File: config.mk
export PLATFORM = sky130hd
export DESIGN_NAME = reg_write_master
export DESIGN_NICKNAME = d
export VERILOG_FILES = /design/src/rtl/reg_write_master_pkg.sv /design/src/rtl/reg_write_master_rec_assembler.sv /design/src/rtl/reg_write_master.sv
export SDC_FILE = /design/constraint.sdc
export NUM_CORES = 1
export LEC_CHECK = 0
export CAP_MARGIN = 5
export CORE_ASPECT_RATIO = 0.75
export CORE_MARGIN = 2
export CORE_UTILIZATION = 40
export CTS_BUF_LIST = sky130_fd_sc_hd__clkbuf_8
export CTS_CLUSTER_DIAMETER = 60
export DETAILED_ROUTE_END_ITERATION = 7
export PLACE_DENSITY_LB_ADDON = 0.2
export SLEW_MARGIN = 0
export SYNTH_ARGS = -nofsm -noshare
export SYNTH_HDL_FRONTEND = slang
export SYNTH_HIERARCHICAL = 1
export SYNTH_SLANG_ARGS = --single-unit
File: constraint.sdc
create_clock -name clk -period 4.4 [get_ports clk]
set_input_delay 1.1 -clock clk [delete_from_list [all_inputs] [get_ports clk]]
set_output_delay 1.1 -clock clk [all_outputs]
set_load 0.02 [all_outputs]
File: src/rtl/reg_write_master_pkg.sv
// Shared types and constants for the register-write initiator (reg_write_master).
// The optional retry feature is enabled by defining REG_WR_RETRY_EN.
package reg_wr_pkg;

  typedef enum logic [1:0] {
    COLLECT    = 2'd0,
    WAIT_READY = 2'd1,
    ISSUE      = 2'd2,
    WAIT_RESP  = 2'd3
  } state_e;

  localparam int RECORD_BYTES = 9;
  localparam int REC_W        = RECORD_BYTES * 8;

  localparam logic [1:0] ERR_NONE  = 2'b00;
  localparam logic [1:0] ERR_KEEP0 = 2'b01;
  localparam logic [1:0] ERR_KEEP1 = 2'b10;
  localparam logic [1:0] ERR_ADDR  = 2'b11;

  function automatic logic [15:0] sat_inc(input logic [15:0] v);
    return (v == 16'hFFFF) ? v : v + 16'd1;
  endfunction

endpackage

File: src/rtl/reg_write_master_rec_assembler.sv
// Byte-to-record assembler: shifts accepted bytes into a 9-byte record,
// flags completion on the last byte and truncation when tlast arrives early.
module reg_wr_rec_assembler
  import reg_wr_pkg::*;
(
  input  logic        clk,
  input  logic        rst_n,
  input  logic [7:0]  tdata,
  input  logic        tvalid,
  input  logic        tlast,
  input  logic        en,
  output logic [7:0]  rec_addr,
  output logic [31:0] rec_data,
  output logic [31:0] rec_keep,
  output logic        rec_done,
  output logic        short_rec,
  output logic [3:0]  idx_nxt
);

  logic [3:0]       idx;
  logic [REC_W-1:0] shreg;
  logic             accept;
  logic             last_byte;

  assign accept    = tvalid & en;
  assign last_byte = (idx == 4'(RECORD_BYTES - 1));
  assign rec_done  = accept & last_byte;
  assign short_rec = accept & tlast & ~last_byte;

  always_comb begin
    idx_nxt = idx;
    if (accept) begin
      if (last_byte || tlast) idx_nxt = 4'd0;
      else                    idx_nxt = idx + 4'd1;
    end
  end

  always_ff @(posedge clk or negedge rst_n) begin
    if (!rst_n) begin
      idx   <= 4'd0;
      shreg <= '0;
    end else begin
      idx <= idx_nxt;
      if (accept) shreg <= {shreg[REC_W-9:0], tdata};
    end
  end

  // Oldest byte ends up on top: address, then data and keep MSB-first.
  assign rec_addr = shreg[71:64];
  assign rec_data = shreg[63:32];
  assign rec_keep = shreg[31:0];

endmodule

File: src/rtl/reg_write_master.sv
// Register-write initiator: parses records from a byte stream and issues one
// handshaked write per record. Optional resend of keep errors: REG_WR_RETRY_EN.
module reg_write_master
  import reg_wr_pkg::*;
#(
  parameter int TIMEOUT_CYCLES = 64
`ifdef REG_WR_RETRY_EN
  , parameter int MAX_RETRY = 3
`endif
) (
  input  logic        clk,
  input  logic        rst_n,
  input  logic [7:0]  s_axis_tdata,
  input  logic        s_axis_tvalid,
  input  logic        s_axis_tlast,
  output logic        s_axis_tready,
  output logic        wr_cmd,
  output logic [7:0]  wr_addr,
  output logic [31:0] wr_data,
  output logic [31:0] wr_keep,
  input  logic        wr_ready,
  input  logic        wr_valid,
  input  logic [1:0]  wr_err,
  output logic        busy,
  output logic [15:0] wr_ok_count,
  output logic [15:0] wr_err_count,
  output logic [1:0]  last_err,
  output logic        timeout_err,
  output logic        short_err
);

  localparam int TW = $clog2(TIMEOUT_CYCLES + 1);

  // Stream handshake: a byte transfers on a rising edge where tvalid and
  // tready are both high; tready is high only in COLLECT.
  state_e        state, state_nxt;
  logic [7:0]    rec_addr;
  logic [31:0]   rec_data, rec_keep;
  logic          rec_done, short_rec;
  logic [3:0]    idx_nxt;
  logic [TW-1:0] tmo;
  logic          resp_err, ok_evt, tmo_evt, fail_evt, retry_evt;

  reg_wr_rec_assembler u_asm (
    .clk       (clk),
    .rst_n     (rst_n),
    .tdata     (s_axis_tdata),
    .tvalid    (s_axis_tvalid),
    .tlast     (s_axis_tlast),
    .en        (s_axis_tready),
    .rec_addr  (rec_addr),
    .rec_data  (rec_data),
    .rec_keep  (rec_keep),
    .rec_done  (rec_done),
    .short_rec (short_rec),
    .idx_nxt   (idx_nxt)
  );

  always_ff @(posedge clk or negedge rst_n) begin
    if (!rst_n) state <= COLLECT;
    else        state <= state_nxt;
  end

  always_comb begin
    state_nxt = state;
    unique case (state)
      COLLECT:    if (rec_done) state_nxt = WAIT_READY;
      WAIT_READY: if (wr_ready) state_nxt = ISSUE;
      ISSUE:      state_nxt = WAIT_RESP;
      WAIT_RESP: begin
        if (retry_evt)                             state_nxt = WAIT_READY;
        else if (resp_err || ok_evt || tmo_evt)    state_nxt = COLLECT;
      end
      default:    state_nxt = COLLECT;
    endcase
  end

  // Response decode; an error code wins over wr_valid, a response wins over
  // the timeout in the same cycle.
  always_comb begin
    resp_err = 1'b0;
    ok_evt   = 1'b0;
    tmo_evt  = 1'b0;
    fail_evt = 1'b0;
    if (state == WAIT_RESP) begin
      resp_err = (wr_err != ERR_NONE);
      ok_evt   = !resp_err && wr_valid;
      tmo_evt  = !resp_err && !wr_valid && (tmo == TW'(1));
      fail_evt = (resp_err && !retry_evt) || tmo_evt;
    end
  end

`ifdef REG_WR_RETRY_EN
  localparam int RW = $clog2(MAX_RETRY + 1);
  logic [RW-1:0] retry_cnt;

  assign retry_evt = resp_err && ((wr_err == ERR_KEEP0) || (wr_err == ERR_KEEP1))
                     && (retry_cnt < RW'(MAX_RETRY));

  always_ff @(posedge clk or negedge rst_n) begin
    if (!rst_n)                 retry_cnt <= '0;
    else if (state == COLLECT)  retry_cnt <= '0;
    else if (retry_evt)         retry_cnt <= retry_cnt + 1'b1;
  end
`else
  assign retry_evt = 1'b0;
`endif

  always_ff @(posedge clk or negedge rst_n) begin
    if (!rst_n) begin
      s_axis_tready <= 1'b1;
      busy          <= 1'b0;
      wr_cmd        <= 1'b0;
      wr_addr       <= '0;
      wr_data       <= '0;
      wr_keep       <= '0;
      wr_ok_count   <= '0;
      wr_err_count  <= '0;
      last_err      <= ERR_NONE;
      timeout_err   <= 1'b0;
      short_err     <= 1'b0;
      tmo           <= '0;
    end else begin
      s_axis_tready <= (state_nxt == COLLECT);
      busy          <= (state_nxt != COLLECT) || (idx_nxt != 4'd0);
      wr_cmd        <= (state_nxt == ISSUE);
      timeout_err   <= tmo_evt;
      short_err     <= short_rec;
      if (state == WAIT_READY) begin
        wr_addr <= rec_addr;
        wr_data <= rec_data;
        wr_keep <= rec_keep;
        tmo     <= TW'(TIMEOUT_CYCLES);
      end else if (((state == ISSUE) || (state == WAIT_RESP)) && (tmo != '0)) begin
        tmo <= tmo - 1'b1;
      end
      if (ok_evt)   wr_ok_count  <= sat_inc(wr_ok_count);
      if (fail_evt) wr_err_count <= sat_inc(wr_err_count);
      if (resp_err) last_err     <= wr_err;
    end
  end

endmodule

==> impl_metrics.toml, run 1 <==
[floorplan]
die-width_um = 167
io_pins = 127
core_area_um2 = 19500
die_area_um2 = 21200
num_rows = 44
die_h_um = 127
start_util_pct = 41.1

[power_and_ir_drop]
p_int_uw = 4420
p_sw_uw = 2700
ir_worst_vdd_v = 0.000405
power_leakage_uw = 0.00462
powerDensity_nw_per_um2 = 721
pwr-share-clk_pct = 15.4
switching_share_pct = 37.9
power_uw = 7120
seq_power_share_pct = 44.6
combPwrFrac_pct = 39.9

[synthesis]
ys_seq_area_share_pct = 61.3
synth_area_um2 = 8010
yosys_warnings = 6
synth.distinct_cells = 50
synthCells = 703
syn_nets = 726
synthFlopType = "dfrtp_1"
synth-edff-count = 0
avgSynthCellArea_um2 = 11.4
ys_async_sr_fraction_pct = 100
synth_seq_cells = 196

[grt]
grt.met1_usage_pct = 23.7
grt_max_degree = 93
grt_pass1_wl_mm = 28.5
grtUsageMet2_pct = 26.5
antenna_found_initial = 0
top_usage_layer = "met2"
grt_pass1_vias = 5516
grt_use_total_pct = 16.8
overflow = 0
grtUsageMet3_pct = 3.90

[worst_setup_path]
required_ps = 3300
path_class = "flop to output port"
path_cells = "clkdlybuf4s50_1"
cp_slowest_cell = "clkdlybuf4s50_1"
crit_family = "buffers and inverters"
end_kind = "output port"
cp_max_fo = 3
arrival_ps = 1620
start_kind = "flop"
path_buf_inv = 1
critical_path.max_stage_delay_ps = 620

[detailed_routing]
num_vias = 5411
routed_wl_mm = 17.0
ant_nets = 0
first_pass_iters = 6
via_per_inst = 4.97
drc = 7
wl_per_cell_um = 15.7
drt_iter0_markers = 366

[sta]
max_freq_ghz = 0.367
final_max_slew_viol_count = 0
fin_skew_ps = 12.9
hold_viol_final = 0
rsz0062_at_grt = "false"
fin_crit_sh_pct = 61.9
slew_headroom_pct = 44.8
setup_tns_ps = 0
worst_pin_slew_ps = 828
min_period_ps = 2720
setup_viol_count_final = 0

[final_layout]
synthToLayoutAreaGrowth_pct = 23.2
nFillCells = 1790
n_antenna_cell = 0
drive_gt1_share_pct = 14.6
nets = 845
fin_area_um2 = 9860

[clocking]
cts_tree = "built"
h-tree-depth = 4
clk_pin_slew_ps = 90
cts_made_buffers = 17
cts_root_buf = "clkbuf_8"
clk_path_buf_depth = 2
cts.sinks = 196
post_cts_buffers = 0
post_cts_resized = 0
cts_hold_buf = 0
insertion_delay_ps = 450

[outcome]
run_status = "finished, violations left"
violations = "DRC"

[min_path]
worstHoldPathType = "flop to flop"

[placed_design]
place_area_um2 = 9490
dp_hpwl_mm = 11.6
globalplace.congestion = 0.809
portBuffers = 126

[run]
maxCapViolations = 0
==> synthesized netlist by cell type, types with 8 or more instances <==
library cell,count,area [um^2]
and3_1,10,62.6
buf_2,8,40.0
clkbuf_1,15,56.3
dfrtp_1,195,4880
inv_1,11,41.3
mux2_2,60,676
mux2_4,15,225
nand2_1,235,882
nand3_1,17,85.1
nor2_1,11,41.3
nor3_1,11,55.1
xnor2_1,14,123
xor2_1,14,123
==> power groups by stage <==
stage	registers, uW	logic [uW]	clock network [uW]
after floorplan	3430	1440	0
after global placement	3180	2810	0
after detailed placement	3210	2880	0
after CTS	3180	2890	1140
after global routing	3290	3120	1220
final	3180	2840	1100
==> worst paths after layout <==
| check | start | to | slack (ps) | depth (start not counted) |
|---|---|---|---|---|
| worst max-delay path | s_axis_tready | s_axis_tready | 1680 | 1 |
| worst min-delay path | u_asm/shreg[69] | wr_addr[5] | 470 | 2 |
| worst max register to register | state[1] | wr_err_count[1] | 2140 | 4 |
| worst min register to register | u_asm/shreg[69] | wr_addr[5] | 470 | 2 |
| max in group asynchronous | rst_n | s_axis_tready | 2790 | 2 |
| min in group asynchronous | rst_n | wr_err_count[3] | 640 | 1 |
==> layout make-up <==
| cell class | count | area, um^2 | area share, % |
|---|---|---|---|
| clock buffers | 19 | 262 | 2.65 |
| clock inverters | 13 | 109 | 1.10 |
| inverters | 11 | 41.3 | 0.419 |
| multi-input cells | 464 | 2910 | 29.5 |
| flip-flops and latches | 196 | 4910 | 49.7 |
| well taps | 253 | 317 | 3.21 |
| repair buffers | 132 | 1320 | 13.4 |
==> layout by cell type, fill, tap and decap left out, drive strengths merged, types with 4 or more instances in the layout <==
master | Yosys | layout
and3 | 10 | 10
buf | 17 | 6
clkbuf | 15 | 20
clkdlybuf4s50 | 0 | 125
clkinv | 0 | 7
dfrtp | 195 | 195
ha | 7 | 7
inv | 11 | 15
mux2 | 75 | 75
nand2 | 235 | 235
nand3 | 17 | 17
nand4 | 7 | 7
nor2 | 11 | 11
nor3 | 11 | 11
o2111ai | 6 | 6
o211ai | 6 | 6
o21ai | 6 | 6
or4 | 4 | 4
xnor2 | 14 | 14
xor2 | 14 | 14
==> cells by family (layout without fill, tap and decap cells) <==
kind of cell             Yosys count  count (layout)  share of synthesized area (%)
AND/OR/NAND/NOR                  317             317                           17.1
flip-flops                       196             196                           61.3
multiplexers                      78              78                           11.6
buffers and inverters             43             175                           2.56
AO/OA/AOI/OAI                     34              34                           3.30
XOR/XNOR                          28              28                           3.06
adder cells (fa/ha/maj)            7               7                           1.09
==> metrics by stage <==
stage,hold WS [ps],worst slack (ps),util (%),std cells
3_5_place_dp,450,1240,48.7,1056
6_report,472,1680,50.6,1088
2_1_floorplan,433,2090,-,703
3_3_place_gp,460,1280,48.7,1056
4_1_cts,473,1640,50.6,1088
5_1_grt,500,1620,50.6,1088
==> metal layers <==
metal,up-vias,wire length (um)
li1,2573,-
met1,2722,8250
met2,107,7920
met3,9,716
met4,0,157
met5,-,0
==> flip-flops by register name, summed over array words and instances, names as in the netlist, 4 cells and up <==
name	flops
wr_keep	32
wr_addr	8
wr_err_count	16
u_asm/idx	4
wr_ok_count	16
wr_data	32
tmo	7
u_asm/shreg	72
Note: power is estimated with default switching activity, not from simulation.
==> inputs of run 2 (changes only) <==
==> constraint.sdc (replaced) <==
create_clock -name clk -period 2.8 [get_ports clk]
set_input_delay 0.7 -clock clk [delete_from_list [all_inputs] [get_ports clk]]
set_output_delay 0.7 -clock clk [all_outputs]
set_load 0.02 [all_outputs]
==> run 2 against run 1 <==
Compared with the run above: the run still ends with DRC left; cell count increased by 0.55%; die area unchanged; clock skew hardly changed; hold slack worse by 270 ps; largest power group unchanged; critical path type unchanged; count of clock-buffer cells in the layout unchanged; total power up 61%; clock power rose by 75%; largest cell class unchanged; critical path depth unchanged; setup slack got worse by 1200 ps.
==> impl_metrics.toml, run 2 (synthesis results as in run 1) <==
[outcome]
run_status = "finished, violations left"
violations = "DRC"

[clocking]
cts_made_buffers = 17
insertion_delay_ps = 460
post_cts_buffers = 0
clk_pin_slew_ps = 90
cts_hold_buf = 0
h-tree-depth = 4
cts.sinks = 196
clk_path_buf_depth = 2
post_cts_resized = 0
cts_tree = "built"
cts_root_buf = "clkbuf_8"

[floorplan]
io_pins = 127
num_rows = 44
die-width_um = 167
core_area_um2 = 19500
start_util_pct = 41.1
die_area_um2 = 21200
die_h_um = 127

[run]
maxCapViolations = 0

[worst_setup_path]
crit_family = "buffers and inverters"
required_ps = 2100
cp_max_fo = 3
arrival_ps = 1660
cp_slowest_cell = "clkdlybuf4s50_1"
start_kind = "flop"
path_cells = "clkdlybuf4s50_1"
path_class = "flop to output port"
critical_path.max_stage_delay_ps = 640
end_kind = "output port"
path_buf_inv = 1

[detailed_routing]
via_per_inst = 5.06
first_pass_iters = 6
wl_per_cell_um = 15.9
drc = 7
num_vias = 5539
routed_wl_mm = 17.4
drt_iter0_markers = 363
ant_nets = 0

[placed_design]
globalplace.congestion = 0.837
portBuffers = 126
dp_hpwl_mm = 11.9
pre_cts_ws_ps = 197

[sta]
slew_headroom_pct = 37.2
fin_crit_sh_pct = 84.2
max_freq_ghz = 0.424
worst_pin_slew_ps = 942
min_period_ps = 2360
rsz0062_at_grt = "false"
hold_viol_final = 0
finalWorstSetupSlack_ps = 444
setup_tns_ps = 0
final_max_slew_viol_count = 0
setup_viol_count_final = 0
fin_skew_ps = 13.2

[power_and_ir_drop]
power_leakage_uw = 0.00468
powerDensity_nw_per_um2 = 1150
seq_power_share_pct = 43.3
combPwrFrac_pct = 39.9
ir_worst_vdd_v = 0.000680
pwr-share-clk_pct = 16.7
p_int_uw = 7190
p_sw_uw = 4270
switching_share_pct = 37.3

[final_layout]
largest_register_ffs = 72
final_common_cell = "nand2_1"
nets = 852
layout_common_cells = "nand2_1, dfrtp_1, clkdlybuf4s50_1"
largest-register = "u_asm/shreg"
top_regs = "u_asm/shreg (72), wr_data (32), wr_keep (32)"
n_antenna_cell = 0
synthToLayoutAreaGrowth_pct = 24.9
drive_gt1_share_pct = 15.3

[grt]
overflow = 0
grt_use_total_pct = 17.2
antenna_found_initial = 0
grt_pass1_wl_mm = 29.0
grt_pass1_vias = 5635
grt_max_degree = 72

[min_path]
worstHoldPathType = "input port to asynchronous set/reset pin"
-- run 2: cell count changes in the layout (fill, tap and decap cells not counted), sizes merged --
cell	previous run	this run
buf	6	13
clkinv	7	4
bufinv	1	3
clkinvlp	1	3
inv	15	13
-- run 2: area by class of cell --
class,count,area (um^2)
multi-input combinational,464,2910
timing repair buffer,139,1410
clock inverter,12,155
sequential,196,4910
tap,253,317
fill,1745,9490
inverter,11,41.3
clock buffer,19,262
-- run 2: per-layer routing --
metal	GRT usage (%)	vias up	wire length, um
li1	-	2594	-
met1	24.1	2798	8380
met2	26.5	131	8030
met3	4.43	16	773
met4	5.32	0	204
met5	0	-	0
-- run 2: path summary, 6_finish.rpt --
kind / start / to / slack (ps) / cells past startpoint
setup reg to reg: wr_err_count[0] / wr_err_count[1] / 620 / 5
setup / recovery: s_axis_tready / s_axis_tready / 440 / 1
max in group asynchronous: rst_n / s_axis_tready / 1770 / 2
hold reg to reg: wr_keep[7] / wr_keep[7] / 480 / 2
hold / removal: rst_n / wr_err_count[4] / 200 / 1
min in group clk: wr_keep[7] / wr_keep[7] / 480 / 2
-- run 2: power groups by stage --
stage	Sequential [uW]	Clock (uW)	Combinational, uW
4_1_cts	4970	1980	4660
2_1_floorplan	5390	0	2260
6_report	4960	1920	4580
5_1_grt	5130	2100	5020
3_3_place_gp	4980	0	4530
3_5_place_dp	5020	0	4640
-- run 2: metrics by stage --
step                std cells  instance area, um^2  util, %  power [uW]  hold slack (ps)
finish                   1094                10000     51.3       11500              201
global route             1094                10000     51.3       12300              230
CTS                      1094                10000     51.3       11600              217
detailed placement       1063                 9580     49.2        9660              460
global placement         1063                 9580     49.2        9510              460
floorplan                 703                 8010        -        7650              404
==> inputs of run 3 (changes only) <==
==> constraint.sdc (replaced) <==
create_clock -name clk -period 2.14 [get_ports clk]
set_input_delay 0.535 -clock clk [delete_from_list [all_inputs] [get_ports clk]]
set_output_delay 0.535 -clock clk [all_outputs]
set_load 0.02 [all_outputs]
==> run 3 against run 2 <==
Compared with the run above: the flow still finishes with violations (DRC); wire length is 0.22% lower; critical path depth stayed put; utilization is 0.73 points higher; clock power is 26% higher; sequential share of layout area is 0.68 points lower; via count is 1.0% lower; register-to-register slack worse by 450 ps; first-iteration DRC count is 12% higher; global-route usage is 0.23 points lower; largest cell class unchanged.
==> impl_metrics.toml, run 3 (synthesis results as in run 1) <==
[power_and_ir_drop]
power_uw = 15000
ir_worst_vdd_v = 0.000752
power_leakage_uw = 0.00486
powerDensity_nw_per_um2 = 1480

[sta]
min_period_ps = 2080
slew_headroom_pct = 52.3
fin_skew_ps = 17.1
fin_crit_sh_pct = 97.4
setup_viol_count_final = 0
hold_viol_final = 0
rsz0062_at_grt = "false"
finalWorstSetupSlack_ps = 55.0
worst_pin_slew_ps = 716
final_max_slew_viol_count = 0
max_freq_ghz = 0.480

[final_layout]
post-route-util_pct = 52.0
largest_register_ffs = 72
drive_gt1_share_pct = 16.8
nets = 864
top_regs = "u_asm/shreg (72), wr_data (32), wr_keep (32)"
synthToLayoutAreaGrowth_pct = 26.6
n_antenna_cell = 0
layout.cells.non_filler = 1106
final_common_cell = "nand2_1"
largest-register = "u_asm/shreg"
layout_common_cells = "nand2_1, dfrtp_1, clkdlybuf4s50_1"

[clocking]
h-tree-depth = 4
cts.sinks = 196
cts_made_buffers = 17
cts_tree = "built"
clk_pin_slew_ps = 100
cts_hold_buf = 0
clk_path_buf_depth = 2
insertion_delay_ps = 460
cts_root_buf = "clkbuf_8"

[placed_design]
pre_cts_ws_ps = -144
dp_hpwl_mm = 11.8
portBuffers = 126
dp_cells = 1075
globalplace.congestion = 0.862

[outcome]
violations = "DRC"
run_status = "finished, violations left"

[worst_setup_path]
critical_path.max_stage_delay_ps = 630
end_kind = "output port"
r2r-end = "wr_ok_count[0]"
path_cells = "clkdlybuf4s50_1"
cp_slowest_cell = "clkdlybuf4s50_1"
crit_family = "buffers and inverters"
required_ps = 1600
start_kind = "flop"
worstRegToRegCells = 6
arrival_ps = 1550
r2r-start = "wr_ok_count[0]"
cp-startpoint = "wr_ok_count[15]"
path_buf_inv = 1
path_class = "flop to output port"
cp_max_fo = 7
rrSetupSlack_ps = 170

[detailed_routing]
routed_wl_mm = 17.4
first_pass_iters = 6
drt_iter0_markers = 407
drc = 7
num_vias = 5483
via_per_inst = 4.96
ant_nets = 0
wl_per_cell_um = 15.7

[floorplan]
die-width_um = 167
die_h_um = 127
die_area_um2 = 21200
io_pins = 127
num_rows = 44
core_area_um2 = 19500
start_util_pct = 41.1

[grt]
grt_pass1_wl_mm = 28.7
grt_max_degree = 74
grt_use_total_pct = 17.0
antenna_found_initial = 0
overflow = 0
grt_pass1_vias = 5578

[min_path]
worstHoldPathType = "input port to asynchronous set/reset pin"

[run]
maxCapViolations = 0
[run 3: cell types whose count changed in the layout (fill, tap and decap cells not counted), moves of 2 or more]
cell             change
dlygate4sd2_1        +2
buf_4                +8
clkinv_4             +2
dlymetal6s2s_1       +7
buf_12               +4
clkdlybuf4s50_1      -9
[run 3: area by class of cell]
class                           instances  area (um^2)
Sequential cell                       196         4910
Timing Repair Buffer                  151         1570
Tap cell                              253          317
Inverter                               11         41.3
Multi-Input combinational cell        464         2910
Fill cell                            1737         9350
Clock inverter                         13          155
Clock buffer                           18          248
[run 3: timing repair]
action	CTS	global route
buffers inserted	0	0
pin swaps	0	0
gates resized for setup	3	7
setup endpoints to repair	3	7
[run 3: power by group]
part           switching, uW  internal, uW
sequential              1170          5280
clock                   1340          1080
combinational           3130          2980
[run 3: stage by stage]
| step | hold WS, ps | cell area, um^2 | TNS [ps] |
|---|---|---|---|
| 2_1_floorplan | 239 | 8010 | 0 |
| 3_3_place_gp | 456 | 9720 | -685 |
| 3_5_place_dp | 459 | 9720 | -1230 |
| 4_1_cts | 17.6 | 10100 | 0 |
| 5_1_grt | 43.2 | 10100 | 0 |
| 6_report | 28.2 | 10100 | 0 |
[run 3: worst max path at each step]
stage / end / cells after the start
after CTS: wr_err_count[7] / 1
after detailed placement: wr_ok_count[14] / 5
final: wr_ok_count[15] / 1
after floorplan: wr_ok_count[15] / 6
after global routing: wr_ok_count[15] / 1
after global placement: wr_err_count[12] / 5
[run 3: per-layer routing]
metal	vias up	routed length (um)	GRT usage (%)
met2	113	7990	26.1
li1	2617	-	-
met5	-	0	0
met4	0	171	5.01
met3	15	827	4.27
met1	2738	8360	24.1
[run 3: worst register-to-register path, cell delays in order (launching register included)]
cell and delay (ps):
dfrtp_1 420, ha_1 210, nand3_1 140, nor4_1 620, nor2_1 170, buf_4 180, xor2_1 130
==> patch: new RTL, flow settings as in run 3 <==
The option `REG_WR_RETRY_EN` is turned on by a define.
--- a/src/rtl/reg_write_master.sv
+++ b/src/rtl/reg_write_master.sv
@@ -1,4 +1,6 @@
 // Register-write initiator: parses records from a byte stream and issues one
 // handshaked write per record. Optional resend of keep errors: REG_WR_RETRY_EN.
+`define REG_WR_RETRY_EN
+
 module reg_write_master
   import reg_wr_pkg::*;
Function: no difference found for any inputs over 10 cycles, from zero or initial values and one cycle with rst_n low; that may be too few to reach the edited logic, so the function may still have changed.
==> patch against run 3 <==
Sequential share of layout area fell by 0.11 points. Cell area rose by 1.2%. Routed wire length fell by 2.1%. Clock skew rose by 2.6 ps. Sequential cell count rose by 2. Critical endpoint is now wr_ok_count[3]. Sequential power rose by 0.6%. Global-route usage fell by 0.48 points. Synthesized cell count rose by 2.8%. Total power fell by 0.65%. Worst setup slack improved by 21 ps. Synthesized area rose by 1.7%.
==> patch: results (changes against run 3) <==
[setup_path]
crit_arrival_ps = 1530  ; -20 ps
slowest_stage = clkdlybuf4s50_1
slowest_delay_ps = 640
cp_max_fo = 5  ; -2

[global_routing]
grt_usage_pct = 16.53  ; -0.48 points
grt_pass1_wl_mm = 28.12  ; -1.9%
grt_max_degree = 75  ; +1.4%
grt_pass1_vias = 5241  ; -6.0%

[finish]
drive_gt1_share_pct = 16.63  ; -0.14 points
nFillCells = 1817  ; +4.6%
nNetsFinal = 891  ; +3.1%

[route]
drt-total-wl_mm = 16.99  ; -2.1%
dr.pass1.iters = 4  ; -2
wl_met3_um = 834  ; +0.85%
drcViolationCount = 0  ; -7
top_layer = met4
vias_per_cell = 4.772  ; -3.7%
wl_met2_mm = 7.117  ; -11%
wl_met1_mm = 8.942  ; +6.9%
dr.first_iter.drc_count = 367  ; -9.8%

[clock_tree]
clk_pin_slew_ps = 110
numCtsBuffers = 17  ; unchanged
root_buffer = clkbuf_8
clockBufferDepth = 2  ; unchanged

[timing]
worst_slew_pin_slew_ps = 529.7  ; -186.2 ps
finalClockSkew_ps = 19.66  ; +2.569 ps
final_hold_viol_count = 0  ; unchanged

[synth]
syn-num-nets = 748  ; +3.0%
yosysSeqAreaShare_pct = 60.88  ; -0.38 points
synth_common_cells = 248 x nand2_1, 197 x dfrtp_1, 61 x mux2_2, 19 x nor2_1, 18 x xnor2_1
ys_types = 50  ; unchanged
ys.flop_type = dfrtp_1
ys_top_cells_by_area = dfrtp_1 61%, nand2_1 11%, mux2_2 8.4%, mux2_4 2.8%, xnor2_1 1.9%

[placement]
dp_hpwl_mm = 11.12  ; -6.0%
gp_congestion = 0.7899  ; -8.4%

[power_and_ir_drop]
leakage_nw = 5.041  ; +3.7%
irDropWorstVdd_uv = 728.5  ; -3.2%

[hold_path]
hold_class = reg -> reg

[run_status]
outcome = complete, no violations

==> patch: cell count changes after synthesis, sizes merged, moves of 4 or more <==
cell,run 3,this run
o211ai,6,1
nor4,2,6
o2111ai,6,0
nand4,7,14
nor2,11,19
nand2,235,248
and3,10,6
nor3,11,7
inv,11,15
xnor2,14,18
==> patch: area by class of cell <==
type                    instances  share of cell area [%]
flip-flops and latches        198                   48.28
multi-input cells             481                   29.20
repair buffers                153                   15.43
well taps                     258                   3.144
clock buffers                  18                   2.413
clock inverters                13                  0.9872
inverters                      15                  0.5484
==> patch: path summary, 6_finish.rpt <==
path / start / endpoint / slack, ps / depth (start not counted)
worst min-delay path: u_asm/shreg[71]$_DFFE_PN0P_ / wr_addr[7]$_DFFE_PN0P_ / 470 / 2
worst max register to register: tmo[3]$_DFFE_PN0P_ / wr_err_count[6]$_DFFE_PN0P_ / 150 / 5
max in group asynchronous: rst_n / u_asm/shreg[22]$_DFFE_PN0P_ / 970 / 3
min in group asynchronous: rst_n / wr_err_count[10]$_DFFE_PN0P_ / 560 / 2
worst min register to register: u_asm/shreg[71]$_DFFE_PN0P_ / wr_addr[7]$_DFFE_PN0P_ / 470 / 2
worst max-delay path: wr_ok_count[3]$_DFFE_PN0P_ / wr_ok_count[3] / 80 / 1
==> patch: stage by stage <==
| step | worst slack (ps) | area, um^2 | hold WS [ps] | instances |
|---|---|---|---|---|
| after CTS | 0.1943 | 10220 | 476.5 | 1136 |
| final | 75.94 | 10270 | 471.2 | 1136 |
| after global placement | -174.8 | 9868 | 451.0 | 1104 |
| after global routing | 1.847 | 10270 | 497.3 | 1136 |
| after floorplan | 207.1 | 8140 | 239.4 | 723 |
| after detailed placement | -197.6 | 9868 | 452.9 | 1104 |
==> patch: routing by layer <==
| layer | up-vias | track usage (%) |
|---|---|---|
| met3 | 8 | 4.771 |
| met2 | 101 | 22.83 |
| met1 | 2633 | 25.59 |
| met5 | - | 0 |
| met4 | 0 | 3.499 |
| li1 | 2679 | - |
==> patch: cell families after synthesis <==
kind of cell / synth area share, %
AO/OA/AOI/OAI: 3.028
XOR/XNOR: 3.120
adder cells (fa/ha/maj): 1.383
buffers and inverters: 2.474
flip-flops: 60.88
multiplexers: 11.45
AND/OR/NAND/NOR: 17.66
==> patch: worst register-to-register path, cell delays in order (launching register included) <==
cell and delay [ps]:
dfrtp_1 440, or4_4 580, o31ai_4 350, o211a_4 260, nand4_1 120, xnor2_1 140
==> patch: timing repair <==
item                                   CTS  global route
hold buffers                             1             0
pin swaps                                0             0
endpoints found under the hold margin   35             0
setup endpoints to repair                3            17
cloned                                   0             0
resized for setup                        3            17
==> patch: where the power goes <==
part	internal, mW	total (mW)	switching, mW
Sequential	5.33	6.49	1.16
Clock	0.847	2.22	1.38
Combinational	3.01	6.17	3.16
Total	9.19	14.9	5.70
